**config.mk**
```make
export PLATFORM = sky130hd
export DESIGN_NAME = ahb_sram_ctrl_flat
export DESIGN_NICKNAME = d
export VERILOG_FILES = /design/src/rtl/ahb_sram_ctrl_if.sv /design/src/rtl/ahb_sram_ctrl.sv /design/src/flat_wrapper.sv
export SDC_FILE = /design/constraint.sdc
export NUM_CORES = 1
export LEC_CHECK = 0
export ABC_AREA = 1
export BUFFER_PORTS_ARGS = -buffer_cell sky130_fd_sc_hd__buf_2
export CORE_MARGIN = 5
export CORE_UTILIZATION = 41
export DETAILED_ROUTE_END_ITERATION = 8
export PLACE_DENSITY = 0.95
export SLEW_MARGIN = 20
export SYNTH_ARGS = -nofsm -noshare
export SYNTH_HDL_FRONTEND = slang
export SYNTH_SLANG_ARGS = --single-unit
```
**constraint.sdc**
```tcl
create_clock -name clk -period 4.4 [get_ports clk]
set_clock_uncertainty 0.15 [all_clocks]
set_input_delay 0.88 -clock clk [delete_from_list [all_inputs] [get_ports clk]]
set_output_delay 0.88 -clock clk [all_outputs]
set_load 0.01 [all_outputs]
```
**src/rtl/ahb_sram_ctrl_if.sv**
```systemverilog
// AHB-lite bus signals between a master (or interconnect) and the SRAM controller slave.
interface ahb_sram_ctrl_if;
    logic        HSEL;
    logic [31:0] HADDR;
    logic [1:0]  HTRANS;
    logic        HWRITE;
    logic [2:0]  HSIZE;
    logic [31:0] HWDATA;
    logic        HREADY;
    logic [31:0] HRDATA;
    logic        HREADYOUT;
    logic        HRESP;

    modport master (
        output HSEL, HADDR, HTRANS, HWRITE, HSIZE, HWDATA, HREADY,
        input  HRDATA, HREADYOUT, HRESP
    );

    modport slave (
        input  HSEL, HADDR, HTRANS, HWRITE, HSIZE, HWDATA, HREADY,
        output HRDATA, HREADYOUT, HRESP
    );
endinterface

```
**src/rtl/ahb_sram_ctrl.sv**
```systemverilog
// AHB-lite slave sequencing a single-port registered-read SRAM: sub-word writes by
// read-modify-write, one wait state on port conflicts, two-cycle ERROR for illegal transfers.
module ahb_sram_ctrl #(
    parameter int unsigned SRAM_AW = 10
) (
    input  logic               clk,
    input  logic               rst,
    ahb_sram_ctrl_if.slave     bus,
    output logic [SRAM_AW-1:0] sram_addr,
    output logic [31:0]        sram_data,
    output logic               sram_wren,
    input  logic [31:0]        sram_q
);

    typedef enum logic [2:0] {
        ST_IDLE,
        ST_DATA,
        ST_LOOKUP,
        ST_ERR1,
        ST_ERR2
    } state_t;

    state_t state, state_nxt;

    logic [SRAM_AW-1:0] addr_q;
    logic [SRAM_AW-1:0] last_addr;
    logic               write_q;
    logic [3:0]         mask_q;

    logic               accept;
    logic               legal;
    logic               need_lookup;
    logic               commit;
    logic               lookup_now;
    logic [SRAM_AW-1:0] new_idx;
    logic [3:0]         new_mask;
    logic               unused_bits;

    assign unused_bits = ^{bus.HADDR[31:SRAM_AW+2], bus.HTRANS[0]};

    assign accept = (state inside {ST_IDLE, ST_DATA, ST_ERR2})
                  & bus.HSEL & bus.HREADY & bus.HTRANS[1];
    assign legal  = (bus.HSIZE == 3'd0)
                  | ((bus.HSIZE == 3'd1) & ~bus.HADDR[0])
                  | ((bus.HSIZE == 3'd2) & (bus.HADDR[1:0] == 2'b00));
    // Full-word writes skip the lookup, so they never collide with a pending commit.
    assign need_lookup = ~bus.HWRITE | (bus.HSIZE != 3'd2);
    assign commit      = (state == ST_DATA) & write_q;
    assign lookup_now  = accept & legal & need_lookup & ~commit;
    assign new_idx     = bus.HADDR[SRAM_AW+1:2];

    always_comb begin
        new_mask = 4'b1111;
        case (bus.HSIZE)
            3'd0:    new_mask = 4'b0001 << bus.HADDR[1:0];
            3'd1:    new_mask = bus.HADDR[1] ? 4'b1100 : 4'b0011;
            default: new_mask = 4'b1111;
        endcase
    end

    always_ff @(posedge clk) begin
        if (rst) state <= ST_IDLE;
        else     state <= state_nxt;
    end

    always_comb begin
        state_nxt = ST_IDLE;
        case (state)
            ST_LOOKUP: state_nxt = ST_DATA;
            ST_ERR1:   state_nxt = ST_ERR2;
            default: begin
                if (accept) begin
                    if (!legal)                    state_nxt = ST_ERR1;
                    else if (need_lookup & commit) state_nxt = ST_LOOKUP;
                    else                           state_nxt = ST_DATA;
                end
            end
        endcase
    end

    always_ff @(posedge clk) begin
        if (rst) begin
            addr_q    <= '0;
            write_q   <= 1'b0;
            mask_q    <= '0;
            last_addr <= '0;
        end else begin
            if (accept & legal) begin
                addr_q  <= new_idx;
                write_q <= bus.HWRITE;
                mask_q  <= new_mask;
            end
            last_addr <= sram_addr;
        end
    end

    always_comb begin
        bus.HREADYOUT = !(state inside {ST_LOOKUP, ST_ERR1});
        bus.HRESP     = state inside {ST_ERR1, ST_ERR2};
        bus.HRDATA    = '0;
        if ((state == ST_DATA) && !write_q) bus.HRDATA = sram_q;

        sram_wren = commit & ~rst;
        // Lanes outside the mask come from the lookup issued one cycle earlier.
        sram_data = '0;
        for (int unsigned i = 0; i < 4; i++)
            sram_data[8*i +: 8] = mask_q[i] ? bus.HWDATA[8*i +: 8] : sram_q[8*i +: 8];

        if (commit)                  sram_addr = addr_q;
        else if (lookup_now)         sram_addr = new_idx;
        else if (state == ST_LOOKUP) sram_addr = addr_q;
        else                         sram_addr = last_addr;
    end

endmodule
```
**src/flat_wrapper.sv**
```systemverilog
// flat-port wrapper written by rule: the top's interface ports become plain ports
module ahb_sram_ctrl_flat 
#(
    parameter int unsigned SRAM_AW = 10
)
  (clk, rst, sram_addr, sram_data, sram_wren, sram_q, bus_HSEL, bus_HADDR, bus_HTRANS, bus_HWRITE, bus_HSIZE, bus_HWDATA, bus_HREADY, bus_HRDATA, bus_HREADYOUT, bus_HRESP);
  ahb_sram_ctrl_if bus_i ();
  input  logic clk;
  input  logic rst;
  output logic [SRAM_AW-1:0] sram_addr;
  output logic [31:0] sram_data;
  output logic sram_wren;
  input  logic [31:0] sram_q;
  input wire logic [$bits(bus_i.HSEL)-1:0] bus_HSEL;
  input wire logic [$bits(bus_i.HADDR)-1:0] bus_HADDR;
  input wire logic [$bits(bus_i.HTRANS)-1:0] bus_HTRANS;
  input wire logic [$bits(bus_i.HWRITE)-1:0] bus_HWRITE;
  input wire logic [$bits(bus_i.HSIZE)-1:0] bus_HSIZE;
  input wire logic [$bits(bus_i.HWDATA)-1:0] bus_HWDATA;
  input wire logic [$bits(bus_i.HREADY)-1:0] bus_HREADY;
  output wire logic [$bits(bus_i.HRDATA)-1:0] bus_HRDATA;
  output wire logic [$bits(bus_i.HREADYOUT)-1:0] bus_HREADYOUT;
  output wire logic [$bits(bus_i.HRESP)-1:0] bus_HRESP;
  assign bus_i.HSEL = bus_HSEL;
  assign bus_i.HADDR = bus_HADDR;
  assign bus_i.HTRANS = bus_HTRANS;
  assign bus_i.HWRITE = bus_HWRITE;
  assign bus_i.HSIZE = bus_HSIZE;
  assign bus_i.HWDATA = bus_HWDATA;
  assign bus_i.HREADY = bus_HREADY;
  assign bus_HRDATA = bus_i.HRDATA;
  assign bus_HREADYOUT = bus_i.HREADYOUT;
  assign bus_HRESP = bus_i.HRESP;
  ahb_sram_ctrl #(.SRAM_AW(SRAM_AW)) u_core (.clk(clk), .rst(rst), .bus(bus_i), .sram_addr(sram_addr), .sram_data(sram_data), .sram_wren(sram_wren), .sram_q(sram_q));
endmodule
```
==> metrics, run 1 <==
status=complete, no violations; WHS Path Cells=2; sequential fraction of the synthesis area=0.267; Startpoint Class=input pin; Synthesized Nets=approximately 470; commonest non-fill, non-tap cell in the layout=buf_2; vias in the first global route=2486; Routed wire per std cell=12.4 µm; Distinct cells, synth=23; commonest cells after routing, fill and taps aside=buf_2, inv_1, nand2_1; Peak Freq=~300 MHz; simple-gate share of the synthesized area=0.350; Critical path buffers and inverters=3; Worst path max stage delay=240 ps; Synth Area in Adders=0; worst ir drop on vdd=165 µV; Synth area leaders=dfxtp_1, inv_1, nand2_1; Skew-Pair Late Insertion Delay=about 280 ps; mux cell area share after synthesis=0; placed cell areas=0.00291 mm²; remaining global-route overflow=0; critical path cell sequence=buf_2 -> nor2_2 -> nand2_2 -> nand2_2 -> nand2_4 -> o21bai_1 -> nand3_1 -> nand2_1 -> inv_1 -> buf_2; #FFs+latches synth=28; Worst Path Max Fanout=36; RSZ-0062 raised after global routing=no; DR vias=around 2800; cts bufs inserted=3; CP max stage cell=nand2_4; Via density=4.73; Top Ports=183; max_slew headroom=0.640; die width=81.6 µm; total power draw=0.637 mW; Final HPWL DP=approximately 5700 µm; static leakage=1.75 nW; initial antenna violation count=0; CP required=between 3000 and 4000 ps; post-route clock period utilization=0.748; first-pass GRT wire length=10700 µm; xor/xnor share of the synthesized area=0; largest net degree at the start of global routing=37; min-delay worst type=reg2reg; Core Region=0.00504 mm²; Crit. End Element=primary output; mapped cell area=0.00210 mm²; gpl congestion=0.814; # DRC=0; Clock Sinks=28; Starting Density=0.416; setup slack after layout=1110 ps; worst reg-to-reg path cell count=9; root buf cell=clkbuf_8; # port buffers=about 160; Longest Clk Path Bufs=2; share of cells above drive strength 1=0.359; die area=0.00665 mm²; H-tree levels=1; Place WS=1120 ps; Finish-stage setup viols=0; fin area=0.00298 mm²; Ys Warns=0; setup bufs post-CTS=0; Top Family by Delay on Critical Path=simple AND/OR/NAND/NOR gates; main combinational cell family by area after synthesis=simple AND/OR/NAND/NOR gates; FP Rows=26; top-area cell type share of the netlist area=0.267; ANT nets after route=0; cell count after synthesis=367; dominant cell type by area after synthesis=dfxtp_1; crit path DAT=2260 ps; Synth Area in Compound Gates=0.191; Detailed Route WL=a little over 7000 µm; DRT iter0 DRCs=93; Final Max Tran Viols=0; placed cells=582; post-cts sizing count=0; Total Routing Usage GR=0.200; # hold bufs at CTS=0; setup TNS=0 ps; Critical Path Stages=10; clock-pin slew on the worst setup and hold paths=100 ps; Power Dens Cells=214 mW/mm²; syn avg cell area=5.72 µm²; Cell Count, Final, Fillers Out=586; Die Y=81.6 µm; nets=623; WHS=324 ps; diode count=0; area delta synth->final=42.0%; final hold viol count=0; Core Util, Final=0.591; kind of critical path=in2out; drt pass-1 iters=4; Worst-Margin Slew=540 ps; CTS tree=yes; Final min period=3290 ps; max_cap viols=0
## worst register-to-register path, stage by stage (launching register included)
cell,delay [ps]
dfxtp_1,390
inv_2,60
nor2_2,130
nand3_2,280
nand2_2,340
inv_2,170
nand3_1,120
nand3_1,70
nand2_1,100
nor2_1,50
## per-layer routing
layer  track usage  wire length, µm
met5             0                0
met4        0.0676              176
met3        0.0450              680
met2         0.384             3680
met1         0.212             2740
## state kept, by name, summed over array words and instances (netlist names)
register	flops
u_core.addr_q	10
u_core.last_addr	10
u_core.mask_q	4
u_core.state	3
u_core.write_q	1
## cells by family after synthesis
logic type / count (synthesis)
buffers and inverters: 100
AOI/OAI and AO/OA: 64
and+or+nand+nor: 175
DFF: 28
## power by group
part	internal (mW)	switching [mW]
Sequential	0.261	0.00509
Combinational	0.0730	0.0930
Clock	0.122	0.0829
## synthesized netlist by cell type
cell / n
nand3_2: 3
o21bai_2: 4
clkbuf_1: 10
buf_4: 2
nand2_4: 1
nand3_1: 24
nor2_1: 60
nand4_1: 1
buf_2: 3
o21ai_0: 36
nand3b_1: 1
inv_2: 4
dfxtp_1: 28
buf_6: 2
a211oi_1: 12
o21bai_1: 6
nor3_1: 1
a21oi_4: 1
nand2_1: 78
inv_1: 79
nand2_2: 3
nor2_2: 3
a21oi_1: 5
## worst paths after layout
check                        start             endpoint  slack, ps
setup / recovery      bus_HSIZE[1]         sram_addr[1]       1110
hold / removal    u_core.addr_q[7]     u_core.addr_q[7]        320
setup reg to reg   u_core.state[0]  u_core.last_addr[1]       2430
hold reg to reg   u_core.addr_q[7]     u_core.addr_q[7]        320
## layout make-up
| cell class | count | area (µm²) |
|---|---|---|
| Clock buffer | 3 | 41.3 |
| Clock inverter | 1 | 30.0 |
| Fill cell | 496 | 2060 |
| Inverter | 83 | 312 |
| Multi-Input combinational cell | 239 | 1140 |
| Sequential cell | 28 | 561 |
| Tap cell | 70 | 87.6 |
| Timing Repair Buffer | 162 | 813 |
Power figures use the tool's default switching activity.
==> run 2, diff against run 1 <==
Settings changed: ABC_AREA 1 to 0, CORE_UTILIZATION 41 to 39, PLACE_DENSITY 0.95 to 0.92.
Clock period 4.4 ns to 3.1 ns, I/O delays scaled along.
==> run 2 against run 1 <==
Global-route usage decreased by 0.17 points. Clock-buffer cell count up 1. Cell count down 22%. Power is 35% higher. Synthesized cell count fell by 35%. First-iteration DRC count is 16% higher. Setup slack worse by 910 ps. Largest cell class unchanged. Register-to-register slack got worse by 1300 ps. Via count is 12% lower. Hold slack better by 23 ps.
==> metrics, run 2 <==
worst ir drop on vdd=223 µV (+35%); max_slew headroom=0.363 (-0.277); CTS tree=yes; mapped cell area=0.00212 mm² (+0.83%); commonest non-fill, non-tap cell in the layout=buf_2; gpl congestion=0.866 (+6.3%); Startpoint Class=register; Synth area leaders=dfxtp_1, mux2_2, and2_1; uppermost routed layer=met4; crit path DAT=2130 ps (-130 ps); Die Y=83.7 µm (+2.6%); # hold bufs at CTS=0 (unchanged); Via density=5.31 (+12%); Worst path max stage delay=530 ps (+290 ps); sequential fraction of the synthesis area=0.265 (-0.00221); vias in the first global route=2491 (+0.20%); share of cells above drive strength 1=0.582 (+0.224); diode count=0 (unchanged); dominant cell type by area after synthesis=dfxtp_1; Starting Density=0.407 (-0.00965); #FFs+latches synth=28 (unchanged); Finish-stage setup viols=0 (unchanged); setup bufs post-CTS=0 (unchanged); Ys Warns=0 (unchanged); CP required=2330 ps (-1040 ps); clock-pin slew on the worst setup and hold paths=90 ps (about the same); Clock Sinks=28 (unchanged); WL met1=2750 µm (+0.55%); setup TNS=0 ps (unchanged); initial antenna violation count=0 (unchanged); top-area cell type share of the netlist area=0.265 (-0.00221); Longest Clk Path Bufs=2 (unchanged); static leakage=1.42 nW (-19%); root buf cell=clkbuf_8; placed cell areas=0.00293 mm² (+0.60%); critical path cell sequence=or3b_1 -> nand2_1 -> a31o_4 -> o221a_2 -> buf_2; ANT nets after route=0 (unchanged); met3 wire len=654 µm (-3.8%); Core Region=0.00520 mm² (+3.2%); die area=0.00700 mm² (+5.3%); final hold viol count=0 (unchanged); Distinct cells, synth=32 (+39%); area delta synth->final=40.9%; commonest cells after routing, fill and taps aside=buf_2, mux2_2, and2_1; # DRC=0 (unchanged); Synthesized Nets=346 (-27%); nets=495 (-21%); Worst Path Max Fanout=20 (-44%); Detailed Route WL=7230 µm (-0.58%); first-pass GRT wire length=11700 µm (+9.0%); WHS=347 ps (+23.1 ps); min-delay worst type=reg2reg; DR vias=2431 (-12%); Peak Freq=344 MHz; Crit. End Element=primary output; met2 wire len=3600 µm (-2.0%); largest registers=u_core.addr_q x10, u_core.last_addr x10, u_core.mask_q x4; post-cts sizing count=0 (unchanged); CP max stage cell=dfxtp_1; FP Rows=26 (unchanged); EDFF count, synth=0 (unchanged); RSZ-0062 raised after global routing=no; DRT iter0 DRCs=108 (+16%); # port buffers=161 (unchanged); Total Routing Usage GR=0.198 (-0.00170); Post-synth top flop=dfxtp_1; H-tree levels=1 (unchanged); placed cells=454 (-22%); cell count after synthesis=240 (-35%); die width=83.7 µm (+2.6%); max_cap viols=0 (unchanged); cts bufs inserted=3 (unchanged); fin area=0.00298 mm² (about the same); Top Ports=183 (unchanged); post-route clock period utilization=0.937; total power draw=0.857 mW (+35%); Final min period=2900 ps; filler instances=465 (-6.3%); ys async rst share=0 (unchanged); status=complete, no violations; Cell Count, Final, Fillers Out=458 (-22%); Routed wire per std cell=15.8 µm (+27%); Final Max Tran Viols=0 (unchanged); largest net degree at the start of global routing=33 (-11%); kind of critical path=reg2out; Worst-Margin Slew=956 ps (+416 ps); syn avg cell area=8.82 µm² (+54%); drt pass-1 iters=4 (unchanged); Skew-Pair Late Insertion Delay=280 ps (about the same); remaining global-route overflow=0 (unchanged); top cells by count, synth=and2_1, mux2_2, a21oi_1, dfxtp_1, nand2b_1; Power Dens Cells=287 mW/mm² (+35%); Final HPWL DP=5820 µm (+1.3%)
-- run 2: logic make-up (layout without fill, tap and decap cells) --
| group | count (synthesis) | count (layout) | share of synthesized area |
|---|---|---|---|
| AND/OR/NAND/NOR | 88 | 88 | 0.259 |
| buffers and inverters | 23 | 171 | 0.0632 |
| flip-flops | 28 | 28 | 0.265 |
| AO/OA/AOI/OAI | 69 | 69 | 0.242 |
| multiplexers | 32 | 32 | 0.170 |
-- run 2: cell type report --
type	count	area (µm²)	area share
flip-flops and latches	28	561	0.188
multi-input cells	189	1430	0.479
well taps	70	87.6	0.0294
repair buffers	167	851	0.285
clock buffers	4	55.1	0.0185
-- run 2: per-layer routing --
| layer | vias to the layer above | GRT usage |
|---|---|---|
| li1 | 1180 | - |
| met1 | 1124 | 0.226 |
| met2 | 110 | 0.346 |
| met3 | 17 | 0.0652 |
| met4 | 0 | 0.0673 |
| met5 | - | 0 |
-- run 2: worst paths after layout --
| check | from | to | slack, ps | cells after the start |
|---|---|---|---|---|
| max reg2reg | u_core.state[0] | u_core.last_addr[9] | 1130 | 4 |
| max | u_core.state[0] | sram_addr[4] | 200 | 5 |
| min | u_core.addr_q[3] | u_core.addr_q[3] | 350 | 2 |
| min reg2reg | u_core.addr_q[3] | u_core.addr_q[3] | 350 | 2 |
-- run 2: per-stage QoR --
stage / worst slack, ps / util
finish: 196 / 0.573
global route: 19.3 / 0.573
CTS: 197 / 0.573
floorplan: 647 / -
detailed placement: 226 / 0.563
global placement: 272 / 0.563
-- run 2: worst max-delay path, delay by kind of cell (launching register included) --
family | cells | cell delay (ps)
AO/OA/AOI/OAI | 2 | 600
buffers and inverters | 1 | 140
flip-flops | 1 | 530
AND/OR/NAND/NOR | 2 | 580
-- run 2: report_power, final --
part / switching (mW) / leakage, nW / internal (mW)
clock: 0.115 / 0.0288 / 0.114
combinational: 0.120 / 1.16 / 0.129
sequential: 0.0101 / 0.227 / 0.370
==> run 3, diff against run 2 <==
Settings changed: CORE_UTILIZATION 39 to 40, CTS_BUF_LIST set to sky130_fd_sc_hd__clkbuf_4, PLACE_DENSITY 0.92 to 0.94.
==> run 3 against run 2 <==
Core utilization about the same. Sequential share of layout area increased by 0.24 points. Final area decreased by 1.3%. Critical path depth unchanged. Largest power group unchanged.
==> metrics, run 3 (synthesis gave the netlist of run 2 again) <==
CP required=2330 ps (about the same); final hold viol count=0 (unchanged); area delta synth->final=39.1%; crit path DAT=2110 ps (-20 ps); Routed wire per std cell=16.1 µm (+2.2%); Finish-stage setup viols=0 (unchanged); Power Dens Cells=265 mW/mm² (-7.9%); DR vias=2436 (+0.21%); fin area=0.00295 mm² (-1.3%); Starting Density=0.412 (+0.00515); FP Rows=26 (unchanged); Top Ports=183 (unchanged); nets=494 (-0.20%); largest registers=u_core.addr_q x10, u_core.last_addr x10, u_core.mask_q x4; setup TNS=0 ps (unchanged); gpl congestion=0.866 (about the same); # DRC=0 (unchanged); Top Family by Delay on Critical Path=simple AND/OR/NAND/NOR gates; Core Region=0.00514 mm² (-1.2%); Total Routing Usage GR=0.195 (-0.00272); Worst-Margin Slew=1070 ps (+111 ps); Die Y=82.8 µm (-1.1%); status=complete, no violations; Skew-Pair Late Insertion Delay=320 ps (+40 ps); Clock Sinks=28 (unchanged); worst ir drop on vdd=149 µV (-33%); share of cells above drive strength 1=0.583 (about the same); Core Util, Final=0.573 (about the same); H-tree levels=1 (unchanged); min-delay worst type=reg2reg; placed cell areas=0.00292 mm² (-0.26%); vias in the first global route=2288 (-8.1%); WHS=343 ps (-4.09 ps); cts bufs inserted=3 (unchanged); largest net degree at the start of global routing=33 (unchanged); placed cells=453 (-0.22%); die width=82.8 µm (-1.1%); # port buffers=161 (unchanged); Crit. End Element=primary output; Peak Freq=348 MHz (+1.0%); Final min period=2880 ps (-28.7 ps); Worst path max stage delay=510 ps (-20 ps); Seq. cell area=561 µm² (unchanged); remaining global-route overflow=0 (unchanged); filler instances=491 (+5.6%); root buf cell=clkbuf_4; first-pass GRT wire length=10600 µm (-8.8%); Multi-input gate area=0.00143 mm² (+0.17%); initial antenna violation count=0 (unchanged); Via density=5.34 (+0.65%); Worst Path Max Fanout=20 (unchanged); setup bufs post-CTS=0 (unchanged); diode count=0 (unchanged); commonest cells after routing, fill and taps aside=buf_2, mux2_2, and2_1; Cell Count, Final, Fillers Out=456 (-0.44%); Final Max Tran Viols=0 (unchanged); kind of critical path=reg2out; Startpoint Class=register; Final HPWL DP=5840 µm (+0.32%); static leakage=1.40 nW (-1.2%); Critical path buffers and inverters=1 (unchanged); DRT iter0 DRCs=137 (+27%); drt pass-1 iters=4 (unchanged); RSZ-0062 raised after global routing=no; die area=0.00685 mm² (-2.2%); CTS tree=yes; Longest Clk Path Bufs=2 (unchanged); critical path cell sequence=or3b_4 -> nand2_1 -> a31o_4 -> o221a_1 -> buf_2; CP max stage cell=or3b_4; commonest non-fill, non-tap cell in the layout=buf_2; ANT nets after route=0 (unchanged); Detailed Route WL=7360 µm (+1.8%); post-route clock period utilization=0.928 (-0.00927); max_cap viols=0 (unchanged); max_slew headroom=0.289 (-0.0738); clock-pin slew on the worst setup and hold paths=140 ps (+50 ps)
## run 3: changes by cell type in the layout (fill, tap and decap cells not counted), sizes merged
cell / change
clkbuf: -1
buf: -1
## run 3: area by class of cell
type / count / area share
clock buffers: 3 / 0.00765
repair buffers: 166 / 0.286
multi-input cells: 189 / 0.486
flip-flops and latches: 28 / 0.190
well taps: 70 / 0.0297
## run 3: worst register-to-register path, stage by stage (launching register included)
cell and delay [ps]:
dfxtp_1 540, nand4bb_4 340, nand2_1 120, a31o_4 310
o221a_2 290
## run 3: routing by layer
layer	GRT usage	vias up	share of wire
met1	0.242	1129	0.38
li1	-	1172	-
met2	0.337	123	0.51
met4	0.0588	0	0.022
met5	0	-	0
met3	0.0423	12	0.088
## run 3: worst paths after layout
kind | from | end | slack (ps) | depth (start not counted)
worst max-delay path | u_core.state[1] | sram_addr[0] | 220 | 5
worst min-delay path | u_core.addr_q[3] | u_core.addr_q[3] | 340 | 2
worst max register to register | u_core.state[2] | u_core.last_addr[6] | 1260 | 4
worst min register to register | u_core.addr_q[3] | u_core.addr_q[3] | 340 | 2
## run 3: through the flow
stage	worst slack (ps)	power [mW]
after global placement	392	0.631
after global routing	127	0.821
after floorplan	647	0.519
final	225	0.780
after CTS	76.0	0.787
after detailed placement	363	0.639
## run 3: repair_timing
item,in CTS,in global routing
hold buffers,0,0
setup endpoints to repair,0,10
gates resized for setup,0,1
## run 3: report_power, final
| part | switching, mW | internal (mW) | leakage (nW) |
|---|---|---|---|
| logic | 0.122 | 0.129 | 1.16 |
| clock network | 0.103 | 0.0456 | 0.0138 |
| registers | 0.0105 | 0.370 | 0.227 |
